**config.mk**
```make
export PLATFORM = sky130hd
export DESIGN_NAME = multicycle_control_unit
export DESIGN_NICKNAME = d
export VERILOG_FILES = /design/src/rtl/cu_pkg.sv /design/src/rtl/cu_decode.sv /design/src/rtl/multicycle_control_unit.sv
export SDC_FILE = /design/constraint.sdc
export NUM_CORES = 1
export LEC_CHECK = 0
export CAP_MARGIN = 20
export CORE_MARGIN = 4
export CORE_UTILIZATION = 39
export DETAILED_ROUTE_END_ITERATION = 6
export GPL_TIMING_DRIVEN = 0
export PLACE_DENSITY = 0.75
export RECOVER_POWER = 50
export SLEW_MARGIN = 10
export SYNTH_ARGS = -nofsm -noshare
export SYNTH_HDL_FRONTEND = slang
export SYNTH_SLANG_ARGS = --single-unit
```
**constraint.sdc**
```tcl
create_clock -name clk -period 2 [get_ports clk]
set_input_delay 0.3 -clock clk [delete_from_list [all_inputs] [get_ports clk]]
set_output_delay 0.3 -clock clk [all_outputs]
set_load 0.005 [all_outputs]
```
**src/rtl/cu_pkg.sv**
```systemverilog
// Shared encodings for the multi-cycle control unit: opcodes, FSM states,
// PC/write-source selects and the opcode class flags.
package cu_pkg;

    localparam int unsigned OPCODE_W = 4;

    localparam logic [3:0] OP_MOVE = 4'h0;
    localparam logic [3:0] OP_ADD  = 4'h1;
    localparam logic [3:0] OP_AND  = 4'h2;
    localparam logic [3:0] OP_NOT  = 4'h3;
    localparam logic [3:0] OP_NOR  = 4'h4;
    localparam logic [3:0] OP_SLT  = 4'h5;
    localparam logic [3:0] OP_SLL  = 4'h6;
    localparam logic [3:0] OP_SRL  = 4'h7;
    localparam logic [3:0] OP_J    = 4'h8;
    localparam logic [3:0] OP_JAL  = 4'h9;
    localparam logic [3:0] OP_LW   = 4'hA;
    localparam logic [3:0] OP_SW   = 4'hB;
    localparam logic [3:0] OP_BEQ  = 4'hC;
    localparam logic [3:0] OP_BNE  = 4'hD;
    localparam logic [3:0] OP_ADDI = 4'hE;
    localparam logic [3:0] OP_LI   = 4'hF;

    typedef enum logic [2:0] {
        FETCH  = 3'd0,
        DECODE = 3'd1,
        EXEC   = 3'd2,
        MEM    = 3'd3,
        WB     = 3'd4
    } state_t;

    localparam logic [1:0] PC_SRC_NEXT   = 2'd0;
    localparam logic [1:0] PC_SRC_JUMP   = 2'd1;
    localparam logic [1:0] PC_SRC_BRANCH = 2'd2;

    localparam logic [1:0] WSRC_ALU  = 2'd0;
    localparam logic [1:0] WSRC_MEM  = 2'd1;
    localparam logic [1:0] WSRC_LINK = 2'd2;

    typedef struct packed {
        logic is_alu;
        logic is_jump;
        logic is_link;
        logic is_branch;
        logic is_load;
        logic is_store;
        logic writes_r0;
    } op_class_t;

endpackage

```
**src/rtl/cu_decode.sv**
```systemverilog
// Opcode classifier: turns the 4-bit opcode into the class flags the FSM steers on.
module cu_decode
    import cu_pkg::*;
(
    input  logic [3:0] opcode,
    output op_class_t  op_class
);

    always_comb begin
        op_class = '0;
        unique case (opcode)
            OP_MOVE, OP_NOT, OP_SLL, OP_SRL, OP_ADDI, OP_LI: begin
                op_class.is_alu = 1'b1;
            end
            OP_ADD, OP_AND, OP_NOR, OP_SLT: begin
                op_class.is_alu    = 1'b1;
                op_class.writes_r0 = 1'b1;
            end
            OP_J: begin
                op_class.is_jump = 1'b1;
            end
            OP_JAL: begin
                op_class.is_jump = 1'b1;
                op_class.is_link = 1'b1;
            end
            OP_LW: begin
                op_class.is_load = 1'b1;
            end
            OP_SW: begin
                op_class.is_store = 1'b1;
            end
            OP_BEQ, OP_BNE: begin
                op_class.is_branch = 1'b1;
                op_class.writes_r0 = 1'b1;
            end
            default: op_class = '0;
        endcase
    end

endmodule

```
**src/rtl/multicycle_control_unit.sv**
```systemverilog
// Multi-cycle control unit: latches the instruction, then sequences
// FETCH/DECODE/EXEC/MEM/WB, holding memory strobes until mem_ack.
module multicycle_control_unit
    import cu_pkg::*;
#(
    parameter int unsigned REG_ADDR_W = 2
) (
    input  logic                           clk,
    input  logic                           rst_n,
    input  logic [4+2*REG_ADDR_W-1:0]      instr,
    input  logic                           instr_valid,
    input  logic                           alu_zero,
    input  logic                           mem_ack,
    output logic                           ir_load,
    output logic                           pc_en,
    output logic [1:0]                     pc_src,
    output logic [3:0]                     alu_op,
    output logic                           mem_r_en,
    output logic                           mem_w_en,
    output logic                           reg_w_en,
    output logic [1:0]                     sel_w_source,
    output logic [REG_ADDR_W-1:0]          reg_addr_0,
    output logic [REG_ADDR_W-1:0]          reg_addr_1,
    output logic [REG_ADDR_W-1:0]          reg_addr_w,
    output logic                           busy
);

    localparam int unsigned INSTR_W = OPCODE_W + 2 * REG_ADDR_W;
    localparam logic [REG_ADDR_W-1:0] LINK_REG = '1;

    state_t              state, state_next;
    logic [INSTR_W-1:0]  ir;
    logic [3:0]          opcode;
    logic [REG_ADDR_W-1:0] rs1, rs2;
    op_class_t           op_class;
    logic                branch_taken;

    assign opcode = ir[INSTR_W-1 -: OPCODE_W];
    assign rs1    = ir[REG_ADDR_W-1:0];
    assign rs2    = ir[2*REG_ADDR_W-1 -: REG_ADDR_W];

    cu_decode u_decode (
        .opcode   (opcode),
        .op_class (op_class)
    );

    // beq takes on a zero result, bne on a non-zero one
    assign branch_taken = (opcode == OP_BEQ) ? alu_zero : ~alu_zero;

    // Register-file addressing is a pure function of the held instruction
    assign reg_addr_0 = rs1;
    assign reg_addr_1 = rs2;
    always_comb begin
        reg_addr_w = rs2;
        if (op_class.writes_r0) begin
            reg_addr_w = '0;
        end else if (op_class.is_link) begin
            reg_addr_w = LINK_REG;
        end
    end

    always_ff @(posedge clk or negedge rst_n) begin
        if (!rst_n) begin
            ir <= '0;
        end else if (ir_load) begin
            ir <= instr;
        end
    end

    always_ff @(posedge clk or negedge rst_n) begin
        if (!rst_n) begin
            state <= FETCH;
        end else begin
            state <= state_next;
        end
    end

    always_comb begin
        state_next = state;
        unique case (state)
            FETCH: begin
                if (instr_valid) state_next = DECODE;
            end
            DECODE: state_next = EXEC;
            EXEC: begin
                if (op_class.is_jump) begin
                    state_next = op_class.is_link ? WB : FETCH;
                end else if (op_class.is_branch) begin
                    state_next = FETCH;
                end else if (op_class.is_load || op_class.is_store) begin
                    state_next = MEM;
                end else begin
                    state_next = WB;
                end
            end
            MEM: begin
                if (mem_ack) state_next = op_class.is_load ? WB : FETCH;
            end
            WB:      state_next = FETCH;
            default: state_next = FETCH;
        endcase
    end

    always_comb begin
        ir_load      = 1'b0;
        pc_en        = 1'b0;
        pc_src       = PC_SRC_NEXT;
        alu_op       = 4'h0;
        mem_r_en     = 1'b0;
        mem_w_en     = 1'b0;
        reg_w_en     = 1'b0;
        sel_w_source = WSRC_ALU;
        busy         = (state != FETCH);
        unique case (state)
            FETCH: begin
                ir_load = instr_valid;
            end
            DECODE: begin
            end
            EXEC: begin
                alu_op = opcode;
                if (op_class.is_jump) begin
                    pc_en  = 1'b1;
                    pc_src = PC_SRC_JUMP;
                end else if (op_class.is_branch) begin
                    pc_en  = 1'b1;
                    pc_src = branch_taken ? PC_SRC_BRANCH : PC_SRC_NEXT;
                end
            end
            MEM: begin
                mem_r_en = op_class.is_load;
                mem_w_en = op_class.is_store;
                // a store retires here, so it owns the PC advance
                pc_en    = op_class.is_store & mem_ack;
            end
            WB: begin
                reg_w_en = 1'b1;
                if (op_class.is_load) begin
                    sel_w_source = WSRC_MEM;
                end else if (op_class.is_link) begin
                    sel_w_source = WSRC_LINK;
                end
                pc_en = ~op_class.is_link;
            end
            default: begin
            end
        endcase
    end

endmodule

```
After elaboration in Yosys (flattened, before gate mapping)

Index checks and enable logic that the tools add are counted.

Equal/unequal tests: 16
Mux-type cells: 32
Bitwise gates (word level): 3
Reduce and logical (&&, ||, !) cells: 7

Operators with widths:

| kind                 | number |
|---|---|
| $eq A4 B4 Y1 const B | 6 |
| $mux W3              | 7 |
| $mux W2              | 9 |
| $mux W1              | 13 |
| $pmux W3 S4          | 1 |
| $eq A4 B3 Y1 const B | 2 |
| $eq A3 B2 Y1 const B | 2 |
| $reduce_or A6 Y1     | 1 |
| $eq A4 B1 Y1 const B | 1 |
| $eq A4 B2 Y1 const B | 1 |
| $mux W4              | 1 |
| $ne A2 B2 Y1 const B | 2 |
| $reduce_or A2 Y1     | 2 |
| $eq A3 B1 Y1 const B | 1 |
| $eq A3 B3 Y1 const B | 1 |
| $logic_not A3 Y1     | 1 |
| $pmux W1 S3          | 1 |
| $reduce_bool A3 Y1   | 1 |
| $not A1 Y1           | 2 |
| $reduce_and A2 Y1    | 1 |
| $and A1 B1 Y1        | 1 |
| $logic_or A1 B1 Y1   | 1 |

Register bits: 11
Output and inout bits: 20
Logic and storage cells: 60

Longest topological paths before layout

Depth in word-level cells: 7
Gate-level depth with buffers: 6
Gate-level depth less buffers: 5

Hierarchy

A second synthesis with hierarchy kept.

Cells, all modules: 74
Area total of the unflattened synthesis: 730.7 um^2

Modules (own cells, without submodules):

| module                  | times used | cells each | area each (um^2) | seq. area each (um^2) |
|---|---|---|---|---|
| multicycle_control_unit | 1          | 63         | 663.1            | 275.3 |
| cu_decode               | 1          | 11         | 67.6             | 0.0 |

Worst setup path before layout

No wires, ideal clock.

Path type: register to output
Start: reg state[1]
End: out pc_en
Arrival: 1,131 ps
Path slack: 569 ps
Cell stages (with the launch flop): 5
Path buffers: 1
Path through: dfrtp_1 buf_4 nor3b_4 and3b_2 a221o_1

Word-level cells in the longest chain between the ends: 2

Ends and longest elaborated chain:

| element                                             | RTL line                       | source |
|---|---|---|
| start, declared                                     | multicycle_control_unit.sv:31  | `state_t state, state_next;` |
| start signal, assigned                              | multicycle_control_unit.sv:74  | `state <= state_next;` |
| $eq A3 B3 Y1 / $eq A3 B2 Y1 (equally long branches) | multicycle_control_unit.sv:114 | `unique case (state)` |
| $pmux W1 S3 *                                       | multicycle_control_unit.sv:114 |  |
| end, declared                                       | multicycle_control_unit.sv:15  | `output logic pc_en,` |

Mark *: on every way between the ends. The rest lies on a longest branch, timed or not.

Final worst setup path

Start: reg ir[6]
End: out mem_r_en

Word-level cells in the longest chain between the ends: 3

Ends and longest elaborated chain:

| element                | RTL line                       | source |
|---|---|---|
| start, declared        | multicycle_control_unit.sv:32  | `logic [INSTR_W-1:0] ir;` |
| start signal, assigned | multicycle_control_unit.sv:66  | `ir <= instr;` |
| $eq A4 B4 Y1           | cu_decode.sv:11                | `unique case (opcode)` |
| $mux W1                | cu_decode.sv:11                |  |
| $mux W1                | multicycle_control_unit.sv:114 |  |
| end, declared          | multicycle_control_unit.sv:18  | `output logic mem_r_en,` |

Every way passes these cells.

==> results.txt <==
----------------------------------------------------
[Status]
  Outcome ... finished clean

[Detailed routing]
  Wire length after detailed routing ... 1.965 mm
  Avg WL per Cell ... 13.28 um
  WL met1 ... 769 um
  Total number of vias ... 710
  Total length of routed met3 wires ... 127 um
  Number of iterations in the first detailed-routing pass ... 2
  Remaining DRCs ... 0
  DRT iter0 DRCs ... 6
  Post-detailed-route via-to-cell ratio ... 4.797
  Met2 Wirelength ... 1.055 mm
  Top layer reached by signal wires ... met4
  Count of antenna-violating nets left after detailed routing ... 0

[Final layout]
  Ant. Diodes ... 0
  Ratio of cells with drive above 1 in the final layout ... 0.4228
  Combined area of the multi-input logic cells ... 402.9 um2
  FILL cells ... 150
  Area taken by flip-flops and latches ... 279.0 um2
  Area growth syn-to-layout ... 61.18%
  Nets ... 137

[Clocking]
  CTS root buffer ... sky130_fd_sc_hd__clkbuf_4
  Sinks on Clock Net ... 11
  CTS HTree Levels ... 1
  CTS max path bufs ... 2
  Worst-Skew Late Latency ... 260 ps
  TritonCTS clock tree ... built
  Number of CTS-inserted buffers ... 3
  Clk slew on worst S/H paths ... 70 ps

[Setup path]
  Worst path required time ... 1700 ps
  Reg2Reg Launch Point ... state[0]$_DFFE_PN0P_
  CP Max Fanout ... 4
  Type of element launching the critical path ... flop
  Reg-to-reg endpoint ... ir[7]$_DFFE_PN0P_
  Nature of the critical path endpoint ... output port
  Setup CP Type ... reg -> out
  Arrival time of the worst setup path ... 1640 ps
  R2r setup slk ... 390 ps
  R2R depth ... 5

[STA]
  Post-Route Skew ... 2.061 ps
  Smallest setup slack after layout ... 58.06 ps
  Rel. slew slack ... 0.6599
  Worst Tran Pin Value ... 508.4 ps
  Count of pins over their slew limit ... 0
  Fin crit period ... 1942 ps
  Total count of hold-check failures in the final report ... 0
  Final worst-path cycle share ... 0.9710
  Final setup violating endpoints ... 0
  Achievable clock frequency ... 515.0 MHz

[Place]
  Post-placement setup slack ... -68.49 ps
  Hpwl dp ... 1.453 mm
  GP Congestion ... 0.7616
  Count of buffers inserted at the top-level ports ... 32

[Power and ir drop]
  Pwr dens ... 1422 mW/mm2
  IR drop worst, VDD ... 0.8333 mV
  Static leakage ... 0.0005947 uW
  Final Power ... 1744 uW

[Global route]
  Pin count of the biggest net entering global routing ... 12
  Gr ovfl total ... 0
  Vias in the first global route ... 716
  Wire length of the first global-routing pass ... 3.125 mm
  Global router's overall resource usage ... 0.1530
  Number of antenna violations at the first check in global routing ... 0

[Flow run]
  Max-cap violations ... 0

[Min path]
  Tightest Hold Check Type ... in -> async

[Synth]
  Part of the Yosys area used for sequential elements ... 0.3618
  Number of distinct standard cells referenced by the synthesized netlist ... 35
  Number of synthesized flops with an enable pin ... 0
  Nets in the synthesized netlist ... 89
  Register bit count reported by yosys ... 11
  Average cell area after synthesis ... 10.01 um2
  Predominant post-synthesis flop cell ... sky130_fd_sc_hd__dfrtp_1
  Asr flop ratio synth ... 1.000
  Synth Instances ... 76
  Post-synth design cell area ... 760.7 um2
  Warnings from Yosys ... 0

[Floorplanning]
  Die footprint ... 0.002721 mm2
  Core Rows ... 15
  Width of the die ... 52.17 um
  Area of the placeable core ... 0.001783 mm2
  Initial standard-cell utilization of the core ... 0.4267
  IO Count ... 33
  Height of the die ... 52.17 um

----------------------------------------------------
## placed cells by master, fill, tap and decap left out, types with 2 or more instances in the layout
cell / Yosys / final
sky130_fd_sc_hd__a21oi_1: 5 / 3
sky130_fd_sc_hd__a21oi_2: 0 / 2
sky130_fd_sc_hd__and2_2: 4 / 4
sky130_fd_sc_hd__and3b_2: 1 / 2
sky130_fd_sc_hd__buf_4: 6 / 17
sky130_fd_sc_hd__buf_6: 1 / 3
sky130_fd_sc_hd__clkbuf_4: 0 / 3
sky130_fd_sc_hd__clkdlybuf4s50_1: 0 / 14
sky130_fd_sc_hd__dfrtp_1: 11 / 8
sky130_fd_sc_hd__dfrtp_2: 0 / 3
sky130_fd_sc_hd__dlygate4sd2_1: 0 / 10
sky130_fd_sc_hd__dlygate4sd3_1: 0 / 4
sky130_fd_sc_hd__inv_1: 5 / 4
sky130_fd_sc_hd__mux2_2: 7 / 7
sky130_fd_sc_hd__nand2_1: 3 / 3
sky130_fd_sc_hd__nand4b_1: 2 / 2
sky130_fd_sc_hd__nor2_1: 3 / 3
sky130_fd_sc_hd__nor2b_1: 3 / 2
sky130_fd_sc_hd__nor3_1: 3 / 3
## stage by stage
stage / TNS [ps] / instances / cell area (um2) / hold WS, ps / utilization
global placement: -59.72 / 133 / 1112 / 491.0 / 0.6239
floorplan: 0 / 76 / 760.7 / 4.409 / -
global route: -48.30 / 148 / 1226 / 461.6 / 0.6877
detailed placement: -68.49 / 133 / 1112 / 497.8 / 0.6239
CTS: -18.26 / 141 / 1174 / 377.3 / 0.6582
finish: 0 / 148 / 1226 / 444.3 / 0.6877
## sequential cells by signal, summed over array words and instances (netlist names)
| register | flops |
|---|---|
| ir | 8 |
| state | 3 |
## cell type report
type | count | area share
tap | 25 | 0.02551
buffer | 8 | 0.05510
sequential | 11 | 0.2276
timing repair buffer | 44 | 0.3255
inverter | 5 | 0.01531
multi-input combinational | 51 | 0.3286
clock buffer | 3 | 0.01837
clock inverter | 1 | 0.004082
## critical path, stage by stage (launching register included)
cell and delay, ps:
sky130_fd_sc_hd__dfrtp_1 390, sky130_fd_sc_hd__and3b_2 270, sky130_fd_sc_hd__nand4b_1 130, sky130_fd_sc_hd__inv_1 90
sky130_fd_sc_hd__clkdlybuf4s50_1 500
## power breakdown
part / internal, uW / switching (uW) / total [uW]
logic: 708 / 415 / 1120
registers: 342 / 135 / 477
clock network: 73.7 / 70.7 / 144
## what timing repair did
item / 4_1_cts / 5_1_grt
resized for setup: 19 / 10
setup buffers: 5 / 7
endpoints found under the setup margin: 15 / 6
hold buffers: 0 / 0
pin swaps: 2 / 4
## logic make-up after synthesis
logic type                synth area share
buffers and inverters               0.1102
muxes                               0.1036
AOI/OAI and AO/OA                   0.1201
xor gates and xnor gates           0.01152
DFF                                 0.3618
and+or+nand+nor                     0.2928
## synth_stat cells, types with 2 or more instances
cell | number | share of area
sky130_fd_sc_hd__a21oi_1 | 5 | 0.033
sky130_fd_sc_hd__nor2_1 | 3 | 0.015
sky130_fd_sc_hd__nand2_1 | 3 | 0.015
sky130_fd_sc_hd__nand4b_1 | 2 | 0.023
sky130_fd_sc_hd__nor2b_1 | 3 | 0.025
sky130_fd_sc_hd__inv_1 | 5 | 0.025
sky130_fd_sc_hd__buf_4 | 6 | 0.059
sky130_fd_sc_hd__mux2_2 | 7 | 0.10
sky130_fd_sc_hd__and2_2 | 4 | 0.039
sky130_fd_sc_hd__nor3_1 | 3 | 0.020
sky130_fd_sc_hd__dfrtp_1 | 11 | 0.36
## routing by layer
| layer | GRT usage | up-vias |
|---|---|---|
| li1 | - | 356 |
| met3 | 0.03152 | 2 |
| met4 | 0.05957 | 0 |
| met1 | 0.1581 | 331 |
| met5 | 0 | - |
| met2 | 0.2950 | 21 |
## worst max path at each step
stage	cells after the start	start	endpoint	slack, ps
6_report	4	ir[6]$_DFFE_PN0P_	mem_r_en	60
5_1_grt	4	ir[6]$_DFFE_PN0P_	mem_r_en	-30
4_1_cts	6	state[1]$_DFFE_PN0P_	pc_en	-20
3_5_place_dp	4	instr_valid	ir_load	-70
3_3_place_gp	4	instr_valid	ir_load	-60
2_1_floorplan	4	state[1]$_DFFE_PN0P_	pc_en	570
(Power assumes the default switching activity.)
